File: src/rtl/acc_pkg.sv
// Shared types for the CPU-side accelerator issue path.
package acc_pkg;

    localparam int ACC_NUM_REGS        = 16;
    localparam int ACC_MAX_OUTSTANDING = 4;

    typedef logic [3:0]  reg_addr_t;
    typedef logic [31:0] data_t;
    typedef logic [3:0]  acc_op_t;

    localparam acc_op_t ACC_OP_ADD = 4'd0;
    localparam acc_op_t ACC_OP_SUB = 4'd1;
    localparam acc_op_t ACC_OP_MUL = 4'd2;

    typedef struct packed {
        acc_op_t   op;
        data_t     op1;
        data_t     op2;
        reg_addr_t rd;
    } acc_instr_t;

    typedef enum logic {
        IDLE = 1'b0,
        REQ  = 1'b1
    } acc_issue_state_e;

endpackage

File: src/rtl/acc_scoreboard.sv
// Destination-register scoreboard: pending bits plus an outstanding counter.
module acc_scoreboard
    import acc_pkg::*;
#(
    parameter int NUM_REGS        = ACC_NUM_REGS,
    parameter int MAX_OUTSTANDING = ACC_MAX_OUTSTANDING
) (
    input  logic                  clk_i,
    input  logic                  rst_ni,
    input  logic                  set_i,
    input  reg_addr_t             set_addr_i,
    input  logic                  clr_i,
    input  reg_addr_t             clr_addr_i,
    input  reg_addr_t [2:0]       q_addr_i,
    output logic      [2:0]       q_pend_o,
    output logic [NUM_REGS-1:0]   pending_o,
    output logic [NUM_REGS-1:0]   pend_eff_o,
    output logic                  empty_o,
    output logic                  full_o,
    output logic                  err_o
);

    localparam int CNT_W = $clog2(MAX_OUTSTANDING + 1);

    logic [NUM_REGS-1:0] pending_q, pending_d;
    logic [NUM_REGS-1:0] set_mask, clr_mask;
    logic [CNT_W-1:0]    cnt_q, cnt_d, eff_cnt;
    logic                err_q, err_d;
    logic                dec;

    // Next scoreboard state; a clear only counts when it hits a pending entry.
    always_comb begin
        set_mask = '0;
        clr_mask = '0;
        dec      = clr_i && pending_q[clr_addr_i];
        if (set_i) set_mask[set_addr_i] = 1'b1;
        if (dec)   clr_mask[clr_addr_i] = 1'b1;
        pending_d = (pending_q & ~clr_mask) | set_mask;
        eff_cnt   = cnt_q - CNT_W'(dec);
        cnt_d     = eff_cnt + CNT_W'(set_i);
        err_d     = err_q | (clr_i && !pending_q[clr_addr_i]);
        for (int k = 0; k < 3; k++) begin
            q_pend_o[k] = pending_d[q_addr_i[k]];
        end
    end

    assign pending_o  = pending_q;
    assign pend_eff_o = pending_q & ~clr_mask;
    assign empty_o    = (cnt_q == '0);
    assign full_o     = (eff_cnt >= CNT_W'(MAX_OUTSTANDING));
    assign err_o      = err_q;

    // Scoreboard registers.
    always_ff @(posedge clk_i or negedge rst_ni) begin
        if (!rst_ni) begin
            pending_q <= '0;
            cnt_q     <= '0;
            err_q     <= 1'b0;
        end else begin
            pending_q <= pending_d;
            cnt_q     <= cnt_d;
            err_q     <= err_d;
        end
    end

endmodule

File: src/rtl/acc_issue_unit.sv
// CPU-side accelerator issue unit: issue handshake, hazard-checked reads,
// and regfile write-port arbitration.
// Handshake rule: a transfer happens in a cycle where valid and ready are both
// high; valid never waits on ready and the payload is held stable while valid
// is high and ready is low.
module acc_issue_unit
    import acc_pkg::*;
#(
    parameter int NUM_REGS        = ACC_NUM_REGS,
    parameter int MAX_OUTSTANDING = ACC_MAX_OUTSTANDING
) (
    input  logic             clk_i,
    input  logic             rst_ni,
    input  acc_instr_t       cpu_instr_i,
    input  logic             cpu_instr_valid_i,
    output logic             cpu_instr_ready_o,
    output acc_instr_t       acc_instr_o,
    output logic             acc_instr_valid_o,
    input  logic             ready_i,
    input  logic             busy_i,
    input  reg_addr_t [2:0]  raddr_i,
    output data_t     [2:0]  rdata_o,
    output logic             rvalid_o,
    input  reg_addr_t        waddr_i,
    input  data_t            wdata_i,
    input  logic             wren_i,
    output data_t            fwd_data_o,
    output logic             fwd_valid_o,
    input  reg_addr_t        cpu_wb_addr_i,
    input  data_t            cpu_wb_data_i,
    input  logic             cpu_wb_valid_i,
    output logic             cpu_wb_ready_o,
    output reg_addr_t [2:0]  rf_raddr_o,
    input  data_t     [2:0]  rf_rdata_i,
    output reg_addr_t        rf_waddr_o,
    output data_t            rf_wdata_o,
    output logic             rf_wren_o,
    output logic             idle_o,
    output logic             err_o,
    output acc_issue_state_e state_o
);

    acc_issue_state_e state_q, state_d;
    acc_instr_t       instr_q, instr_d;
    data_t [2:0]      rdata_q, rdata_d;
    logic             rvalid_q, rvalid_d;
    data_t            fwd_data_q, fwd_data_d;
    logic             fwd_valid_q, fwd_valid_d;

    logic                cpu_hs, wb_hs, state_ok, waw, full, empty;
    logic [2:0]          q_pend;
    logic [NUM_REGS-1:0] pending, pend_eff;

    acc_scoreboard #(
        .NUM_REGS        (NUM_REGS),
        .MAX_OUTSTANDING (MAX_OUTSTANDING)
    ) u_sb (
        .clk_i      (clk_i),
        .rst_ni     (rst_ni),
        .set_i      (cpu_hs),
        .set_addr_i (cpu_instr_i.rd),
        .clr_i      (wren_i),
        .clr_addr_i (waddr_i),
        .q_addr_i   (raddr_i),
        .q_pend_o   (q_pend),
        .pending_o  (pending),
        .pend_eff_o (pend_eff),
        .empty_o    (empty),
        .full_o     (full),
        .err_o      (err_o)
    );

    // Issue acceptance: slot free (after writeback), no RAW/WAW on rd.
    always_comb begin
        state_ok = (state_q == IDLE) || ((state_q == REQ) && ready_i);
        waw      = (state_q == REQ) && (instr_q.rd == cpu_instr_i.rd);
        cpu_instr_ready_o = state_ok && !full && !pend_eff[cpu_instr_i.rd] && !waw;
        cpu_hs   = cpu_instr_valid_i && cpu_instr_ready_o;
    end

    // Issue FSM next state; the latched instruction only changes on a CPU handshake.
    always_comb begin
        state_d = state_q;
        instr_d = instr_q;
        case (state_q)
            IDLE: begin
                if (cpu_hs) begin
                    state_d = REQ;
                    instr_d = cpu_instr_i;
                end
            end
            REQ: begin
                if (ready_i) begin
                    if (cpu_hs) instr_d = cpu_instr_i;
                    else        state_d = IDLE;
                end
            end
            default: state_d = IDLE;
        endcase
    end

    // Write-port arbitration (accelerator first), read bypass and forwarding.
    always_comb begin
        cpu_wb_ready_o = !wren_i && !pending[cpu_wb_addr_i];
        wb_hs          = cpu_wb_valid_i && cpu_wb_ready_o;
        rf_wren_o      = wren_i || wb_hs;
        rf_waddr_o     = wren_i ? waddr_i : cpu_wb_addr_i;
        rf_wdata_o     = wren_i ? wdata_i : cpu_wb_data_i;
        rf_raddr_o     = raddr_i;
        for (int k = 0; k < 3; k++) begin
            rdata_d[k] = (rf_wren_o && (rf_waddr_o == raddr_i[k])) ? rf_wdata_o
                                                                   : rf_rdata_i[k];
        end
        rvalid_d    = (q_pend == 3'b000);
        fwd_valid_d = wb_hs;
        fwd_data_d  = wb_hs ? cpu_wb_data_i : fwd_data_q;
    end

    // State and output registers.
    always_ff @(posedge clk_i or negedge rst_ni) begin
        if (!rst_ni) begin
            state_q     <= IDLE;
            instr_q     <= '0;
            rdata_q     <= '0;
            rvalid_q    <= 1'b0;
            fwd_data_q  <= '0;
            fwd_valid_q <= 1'b0;
        end else begin
            state_q     <= state_d;
            instr_q     <= instr_d;
            rdata_q     <= rdata_d;
            rvalid_q    <= rvalid_d;
            fwd_data_q  <= fwd_data_d;
            fwd_valid_q <= fwd_valid_d;
        end
    end

    assign acc_instr_valid_o = (state_q == REQ);
    assign acc_instr_o       = instr_q;
    assign rdata_o           = rdata_q;
    assign rvalid_o          = rvalid_q;
    assign fwd_data_o        = fwd_data_q;
    assign fwd_valid_o       = fwd_valid_q;
    assign idle_o            = empty && !busy_i;
    assign state_o           = state_q;

endmodule

File: config.mk
export PLATFORM = sky130hd
export DESIGN_NAME = acc_issue_unit
export DESIGN_NICKNAME = d
export VERILOG_FILES = /design/src/rtl/acc_pkg.sv /design/src/rtl/acc_scoreboard.sv /design/src/rtl/acc_issue_unit.sv
export SDC_FILE = /design/constraint.sdc
export NUM_CORES = 1
export LEC_CHECK = 0
export BUFFER_PORTS_ARGS = -buffer_cell sky130_fd_sc_hd__buf_4
export CAP_MARGIN = 20
export CORE_AREA = 2 2 202 204
export CTS_CLUSTER_SIZE = 20
export DETAILED_ROUTE_END_ITERATION = 10
export DIE_AREA = 0 0 204 206
export PLACE_DENSITY_LB_ADDON = 0.25
export SLEW_MARGIN = 25
export SYNTH_ARGS = -nofsm -noshare
export SYNTH_HDL_FRONTEND = slang
export SYNTH_SLANG_ARGS = --single-unit
File: constraint.sdc
create_clock -name clk_i -period 3.6 [get_ports clk_i]
set_input_delay 0.18 -clock clk_i [delete_from_list [all_inputs] [get_ports clk_i]]
set_output_delay 0.18 -clock clk_i [all_outputs]
set_load 0.1 [all_outputs]
Yosys cells after proc, flatten, opt, wreduce, memory -nomap -nowiden

Index checks and enable logic that the tools add are counted.

Add/subtract/negate cells: 2
Order comparisons: 9
Eq/ne operators: 5
Muxes and demuxes: 29
Bitwise operators: 5
Reductions and logical operators: 27

Operators by type and width:

| operator                                                                            | count |
|---|---|
| 72-bit two-way mux                                                                  | 2 |
| 72-bit one-hot mux with 2 select lines                                              | 1 |
| 32-bit two-way mux                                                                  | 4 |
| 16-bit two-way mux                                                                  | 2 |
| 4-bit by 5-bit less-than comparator with 1-bit output, second input constant        | 6 |
| 1-bit binary-select mux with 4-bit select                                           | 6 |
| 16-bit AND                                                                          | 1 |
| 4-bit == test                                                                       | 4 |
| 1-bit logical AND                                                                   | 16 |
| 16-bit inverter                                                                     | 1 |
| 16-bit bitwise OR                                                                   | 1 |
| 1-bit two-way mux                                                                   | 10 |
| 1-bit demux with 4-bit select                                                       | 2 |
| 4-bit by 1-bit greater-or-equal comparator with 1-bit output, second input constant | 2 |
| 1-bit logical NOT                                                                   | 7 |
| 3-bit logical NOT                                                                   | 2 |
| 4-bit two-way mux                                                                   | 1 |
| 3-bit by 1-bit adder with 3-bit output                                              | 1 |
| 3-bit greater-or-equal comparator, second input constant                            | 1 |
| 3-bit by 1-bit subtractor with 3-bit output                                         | 1 |
| 1-bit logical OR                                                                    | 2 |
| 2-bit inequality test, second input constant                                        | 1 |
| 1-bit one-hot mux with 2 select lines                                               | 1 |
| 1-bit inverter                                                                      | 1 |
| 1-bit bitwise OR                                                                    | 1 |

Register bits after elaboration: 223
Output and inout bits: 257
Word-level logic and storage cells: 91

Depth between registers and ports, before layout

Word-level depth: 18
Mapped depth: 14
Mapped depth without buffers: 12

Modules after synthesis

From an unflattened synthesis, not the netlist that was laid out.

Cells, all modules: 746
Area total of the unflattened synthesis: 10671.5 um2

Modules (own cells, without submodules):

| module         | instances | cells an instance | area an instance (um2) | sequential area each (um2) |
|---|---|---|---|---|
| acc_issue_unit | 1         | 541               | 8851.0                 | 5079.9 |
| acc_scoreboard | 1         | 205               | 1820.5                 | 500.5 |

Worst setup path after synthesis

Ideal clock, no wire load.

Path kind: input-to-reg
Start: input port waddr_i[0]
End: register rvalid_q (netlist: rvalid_o)
Arrival: 3.671 ns
Slack: -0.208 ns
Cell stages on the path: 13
Buffers on the path: 1
Cells stage by stage: buf_2 > mux4_2 > mux4_2 > and2_1 > ha_1 > ha_1 > xnor2_2 > nand2_1 > a2111oi_2 > a21boi_1 > mux4_2 > o2111ai_1 > a222oi_1

Longest elaborated chain between the ends: 18
Elaborated cells on any way between the ends: 30
Classes of those cells: 1 x add/sub; 3 x order compare; 14 x mux; 3 x bitwise; 9 x reduce/logical

Ends and longest elaborated chain:

| item                                                                                                                                                        | RTL line                                   | text |
|---|---|---|
| from (decl)                                                                                                                                                 | acc_issue_unit.sv:24                       | `input reg_addr_t waddr_i,` |
| 4-bit by 5-bit less-than comparator with 1-bit output (implied by the code) or 4-bit by 1-bit greater-or-equal comparator with 1-bit output (tied branches) | acc_scoreboard.sv:37                       | `if (dec) clr_mask[clr_addr_i] = 1'b1;` |
| 1-bit logical AND (implied by the code)                                                                                                                     | acc_scoreboard.sv:37                       |  |
| 1-bit two-way mux (implied by the code)                                                                                                                     | acc_scoreboard.sv:37                       |  |
| 1-bit demux with 4-bit select                                                                                                                               | -                                          |  |
| 16-bit two-way mux                                                                                                                                          | acc_scoreboard.sv:37                       |  |
| 16-bit inverter                                                                                                                                             | acc_scoreboard.sv:38, acc_scoreboard.sv:48 |  |
| 16-bit AND                                                                                                                                                  | acc_scoreboard.sv:38, acc_scoreboard.sv:48 |  |
| 1-bit binary-select mux with 4-bit select                                                                                                                   | acc_issue_unit.sv:77                       | `cpu_instr_ready_o = state_ok && !full && !pend_eff[cpu_instr_i.rd] && !waw;` |
| (+2 left out)                                                                                                                                               | -                                          |  |
| 1-bit logical AND (2 in a row)                                                                                                                              | acc_issue_unit.sv:77                       |  |
| 1-bit logical AND                                                                                                                                           | acc_issue_unit.sv:78                       | `cpu_hs = cpu_instr_valid_i && cpu_instr_ready_o;` |
| 16-bit two-way mux                                                                                                                                          | acc_scoreboard.sv:36                       | `if (set_i) set_mask[set_addr_i] = 1'b1;` |
| 16-bit bitwise OR (*)                                                                                                                                       | acc_scoreboard.sv:38                       | `pending_d = (pending_q & ~clr_mask) \| set_mask;` |
| 1-bit binary-select mux with 4-bit select                                                                                                                   | acc_scoreboard.sv:43                       | `q_pend_o[k] = pending_d[q_addr_i[k]];` |
| 1-bit two-way mux (implied by the code)                                                                                                                     | acc_scoreboard.sv:43                       |  |
| 3-bit logical NOT (*)                                                                                                                                       | acc_issue_unit.sv:114                      | `rvalid_d = (q_pend == 3'b000);` |
| via rvalid_d                                                                                                                                                | acc_issue_unit.sv:46                       | `logic rvalid_q, rvalid_d;` |
| to (signal assigned)                                                                                                                                        | acc_issue_unit.sv:132                      | `rvalid_q <= rvalid_d;` |
| to (decl)                                                                                                                                                   | acc_issue_unit.sv:46                       |  |

Mark *: on every way through the listed nets, which the timed path passes. The rest lies on a longest branch. The select of a mux whose other input is x is not followed.
A chain may end at the register's enable or synchronous reset.

Final worst setup path

Start: register u_sb.pending_q[15] (netlist: u_sb.pending_o[15])
End: register rvalid_q (netlist: rvalid_o)

Longest elaborated chain between the ends: 17
Elaborated cells on any way between the ends: 25
Classes of those cells: 1 x add/sub; 1 x order compare; 12 x mux; 3 x bitwise; 8 x reduce/logical

Ends and longest elaborated chain:

| item                                      | RTL line                                   | text |
|---|---|---|
| from (decl)                               | acc_scoreboard.sv:25                       | `logic [NUM_REGS-1:0] pending_q, pending_d;` |
| from (signal assigned)                    | acc_scoreboard.sv:60                       | `pending_q <= pending_d;` |
| 1-bit binary-select mux with 4-bit select | acc_scoreboard.sv:35                       | `dec = clr_i && pending_q[clr_addr_i];` |
| 1-bit two-way mux (implied by the code)   | acc_scoreboard.sv:35                       |  |
| 1-bit logical AND                         | acc_scoreboard.sv:35                       |  |
| 16-bit two-way mux                        | acc_scoreboard.sv:37                       |  |
| 16-bit inverter                           | acc_scoreboard.sv:38, acc_scoreboard.sv:48 |  |
| 16-bit AND                                | acc_scoreboard.sv:38, acc_scoreboard.sv:48 |  |
| 1-bit binary-select mux with 4-bit select | acc_issue_unit.sv:77                       |  |
| 1-bit two-way mux (implied by the code)   | acc_issue_unit.sv:77                       |  |
| 1-bit logical NOT                         | acc_issue_unit.sv:77                       |  |
| 1-bit logical AND (2 in a row)            | acc_issue_unit.sv:77                       |  |
| 1-bit logical AND                         | acc_issue_unit.sv:78                       |  |
| 16-bit two-way mux                        | acc_scoreboard.sv:36                       |  |
| 16-bit bitwise OR (*)                     | acc_scoreboard.sv:38                       |  |
| 1-bit binary-select mux with 4-bit select | acc_scoreboard.sv:43                       |  |
| 1-bit two-way mux (implied by the code)   | acc_scoreboard.sv:43                       |  |
| 3-bit logical NOT (*)                     | acc_issue_unit.sv:114                      |  |
| via rvalid_d                              | acc_issue_unit.sv:46                       |  |

Marked as above.

==> impl_metrics.py <==
metrics = {
    "worst_setup_path": {
        "r2r_setup_slack_ps": -40,
        "slowest_stage": "mux4_2",
        "cp.required_ps": 4010,
        "crit_arrival_ps": 4040,
        "worst_setup_path_start_kind": "flop",
        "r2r_end": "rvalid_o",
        "critPathMaxFanout": 5,
        "worst_path_most_repeated_cell": "mux4_2",
        "max_stage_delay_ps": 510,
        "critical_path_class": "flop to flop",
        "r2r_start": "u_sb.pending_o[15]",
        "path_buf_inv": 2,
        "reg2reg_depth": 13,
        "crit_chain": "mux4_2 > mux4_2 > and2_4 > ha_4 > ha_4 > xnor2_4 > nand2_4 > buf_12 > buf_6 > o31a_1 > mux4_2 > o211ai_1 > a222oi_1",
        "cp_top_family": "multiplexers",
        "setup.worst_path.start": "u_sb.pending_o[15]",
        "crit_path_end_kind": "flop",
    },
    "hold_path": {
        "whs_endpoint": "rdata_o[81]",
        "whs_path_depth": 3,
        "hold_class": "input port to flop",
        "min_from": "wdata_i[17]",
    },
    "synth": {
        "ys_seq_area_frac": 0.533,
        "yosys_register_bits": 223,
        "synth.avg_cell_area_um2": 11.9,
        "synth_cell_type_count": 59,
        "synth_edf_count": 0,
        "async_flop_share": 1.00,
        "synthFlopType": "dfrtp_1",
        "syn_inst": 876,
        "syn-num-nets": 1139,
        "ys_warn_count": 0,
        "syn-cell-area_um2": 10500,
    },
    "power_and_ir_drop": {
        "power_density_nw_per_um2": 894,
        "ir_drop_v": 0.000521,
        "total_power_mw": 16.6,
        "p_leak_nw": 9.15,
    },
    "floorplan": {
        "die-area_um2": 42000,
        "rows": 74,
        "die_height_um": 206,
        "die_w_um": 204,
        "initial_core_util": 0.260,
        "pin_count": 516,
        "core_um2": 40200,
    },
    "route": {
        "detail_route.wl_per_cell_um": 19.3,
        "first_iter_violations": 561,
        "routed.top_layer": "met4",
        "dr.pass1.iters": 5,
        "route.detailed.drc": 0,
        "vias": 9917,
        "drt-met1-wl_um": 16800,
        "wl_um": 42300,
        "final_antenna_net_count": 0,
        "viasPerCell": 4.52,
        "met3_length_um": 2340,
        "met2_length_um": 21300,
    },
    "placed_design": {
        "port_buffers": 515,
        "place_ws_ps": -244,
        "place_congestion": 0.882,
        "placed_cells": 1904,
        "place_hpwl_um": 30400,
    },
    "run": {
        "cap_violations": 0,
    },
    "clock_tree": {
        "clock_latency_ps": 530,
        "clock_path_buffers": 3,
        "htreeDepth": 1,
        "numCtsBuffers": 27,
        "cts_root_buf": "clkbuf_16",
        "clkTransAtPathRegs_ps": 60,
        "cts.sinks": 223,
        "cts_tree": "yes",
    },
    "sta": {
        "period_needed_ps": 3640,
        "holdWs_ps": 29.1,
        "fmax_ghz": 0.275,
        "fin_worst_skew_ps": 15.1,
        "rsz0062_at_grt": "true",
        "fin_crit_sh": 1.01,
        "slew_violations": 0,
        "slew-limit-headroom": 0.390,
        "hold_viol": 0,
        "finalSetupViolCount": 1,
        "worst_slack_ps": -36.9,
        "worstMarginPinSlew_ps": 915,
    },
    "run_status": {
        "violations": "negative setup slack",
        "outcome": "finished, violations left",
    },
    "cells_and_area": {
        "area_growth_pct": 77.3,
        "final_util": 0.462,
        "drive_above_1_share": 0.465,
        "final_cells": 2194,
        "nets": 1904,
        "fillCellCount": 3653,
    },
    "global_route": {
        "gr-usage-all-layers": 0.190,
        "grt-ovfl-total": 0,
        "grt_pass1_wl_um": 61400,
        "grt_max_degree": 111,
        "first_global_vias": 10100,
        "antenna_found_initial": 1,
    },
}
==> cell usage in the layout (no fill, tap or decap), types with 3 or more instances in the layout <==
cell type and instances:
a2111oi_2 3, o211ai_1 3, nor4_1 4, a211o_1 3
and2_1 4, a2111oi_4 3, dlygate4sd3_1 226, clkbuf_1 6
buf_4 561, mux2i_1 40, clkinv_2 5, mux2_2 47
o311ai_0 3, nand3_1 4, o311a_1 4, inv_1 65
nand3b_1 4, nor2b_1 4, or2_2 3, xnor2_1 13
o21ai_0 23, o2111ai_1 5, xor2_1 4, buf_12 7
mux4_2 17, nand2b_1 8, clkbuf_16 27, dfrtp_1 223
nand2_1 110, nor2_1 9, o21ai_1 91, bufinv_16 5
mux2_4 58, buf_6 6, nand4_1 3, o31a_1 4
clkbuf_8 3, o21ai_4 3, o21a_1 5
==> Yosys cell counts, types with 5 or more instances <==
cell | n | area (um^2)
dfrtp_1 | 223 | 5580
nand2_1 | 111 | 417
o21ai_1 | 91 | 455
inv_1 | 65 | 244
mux2_4 | 58 | 871
mux2_2 | 47 | 529
mux2i_1 | 40 | 400
buf_2 | 25 | 125
o21ai_0 | 23 | 115
buf_4 | 19 | 143
mux4_2 | 17 | 383
xnor2_1 | 13 | 114
buf_1 | 10 | 37.5
nor2_1 | 9 | 33.8
nand2b_1 | 8 | 50.1
buf_6 | 7 | 78.8
o2111ai_1 | 7 | 61.3
and2_1 | 6 | 37.5
clkbuf_1 | 6 | 22.5
a2111oi_0 | 5 | 43.8
o21a_1 | 5 | 37.5
==> kinds of logic (layout without fill, tap and decap cells) <==
group,count (synthesis),in the layout,synth area share
compound gates,174,174,0.104
fa+ha+maj,4,4,0.00478
buf+inv,132,916,0.0622
xor+xnor,18,18,0.0158
simple gates,162,163,0.0687
mux,163,163,0.211
other cells,0,1,0
flops,223,223,0.533
==> area by class of cell <==
type / instances / area [um^2] / area share
Tap cell: 532 / 666 / 0.0359
Clock inverter: 13 / 199 / 0.0107
Clock buffer: 36 / 739 / 0.0399
Timing Repair Buffer: 802 / 6700 / 0.361
Sequential cell: 223 / 5580 / 0.301
Inverter: 65 / 244 / 0.0131
Multi-Input combinational cell: 522 / 4420 / 0.238
Antenna cell: 1 / 2.50 / 0.000135
==> where the power goes <==
part	internal [mW]	total [mW]	leakage (nW)	switching, mW
registers	3.28	3.73	2.63	0.452
logic	2.80	9.95	6.06	7.15
clock network	1.80	2.90	0.456	1.10
==> per-stage QoR <==
step                      setup TNS (ps)  instance area [um^2]
after global placement              -229                 15100
final                              -36.9                 18600
after global routing                -168                 18600
after detailed placement            -244                 15100
after floorplan                        0                 10500
after CTS                          -87.2                 18500
==> state kept, by name (all words and copies together), names as in the netlist <==
signal / cells
fwd_data_o: 32
acc_instr_o: 72
u_sb.cnt_q: 3
rvalid_o: 1
u_sb.err_o: 1
rdata_o: 96
fwd_valid_o: 1
u_sb.pending_o: 16
acc_instr_valid_o: 1
==> worst min-delay path: stages <==
cell and delay [ps]:
buf_4 80, mux2i_1 110, o21ai_1 150
==> metal layers <==
layer  vias to the layer above  track usage
met1                      4840        0.236
li1                       4594            -
met4                         0       0.0807
met3                        90       0.0276
met5                         -            0
met2                       393        0.331
==> how the worst max path moves through the flow <==
stage,end,slack [ps],depth (start not counted)
2_1_floorplan,rvalid_o,20,12
3_3_place_gp,rvalid_o,-230,14
3_5_place_dp,rvalid_o,-240,14
4_1_cts,rvalid_o,-90,13
5_1_grt,rvalid_o,-170,13
6_report,rvalid_o,-40,13
==> what timing repair did <==
item | CTS | global route
gates cloned | 2 | 0
gates resized for setup | 21 | 7
setup buffers | 12 | 0
hold buffers | 226 | 0
endpoints found under the setup margin | 2 | 3
pin swaps | 15 | 7
endpoints found under the hold margin | 308 | 0
Power figures use the tool's default switching activity.
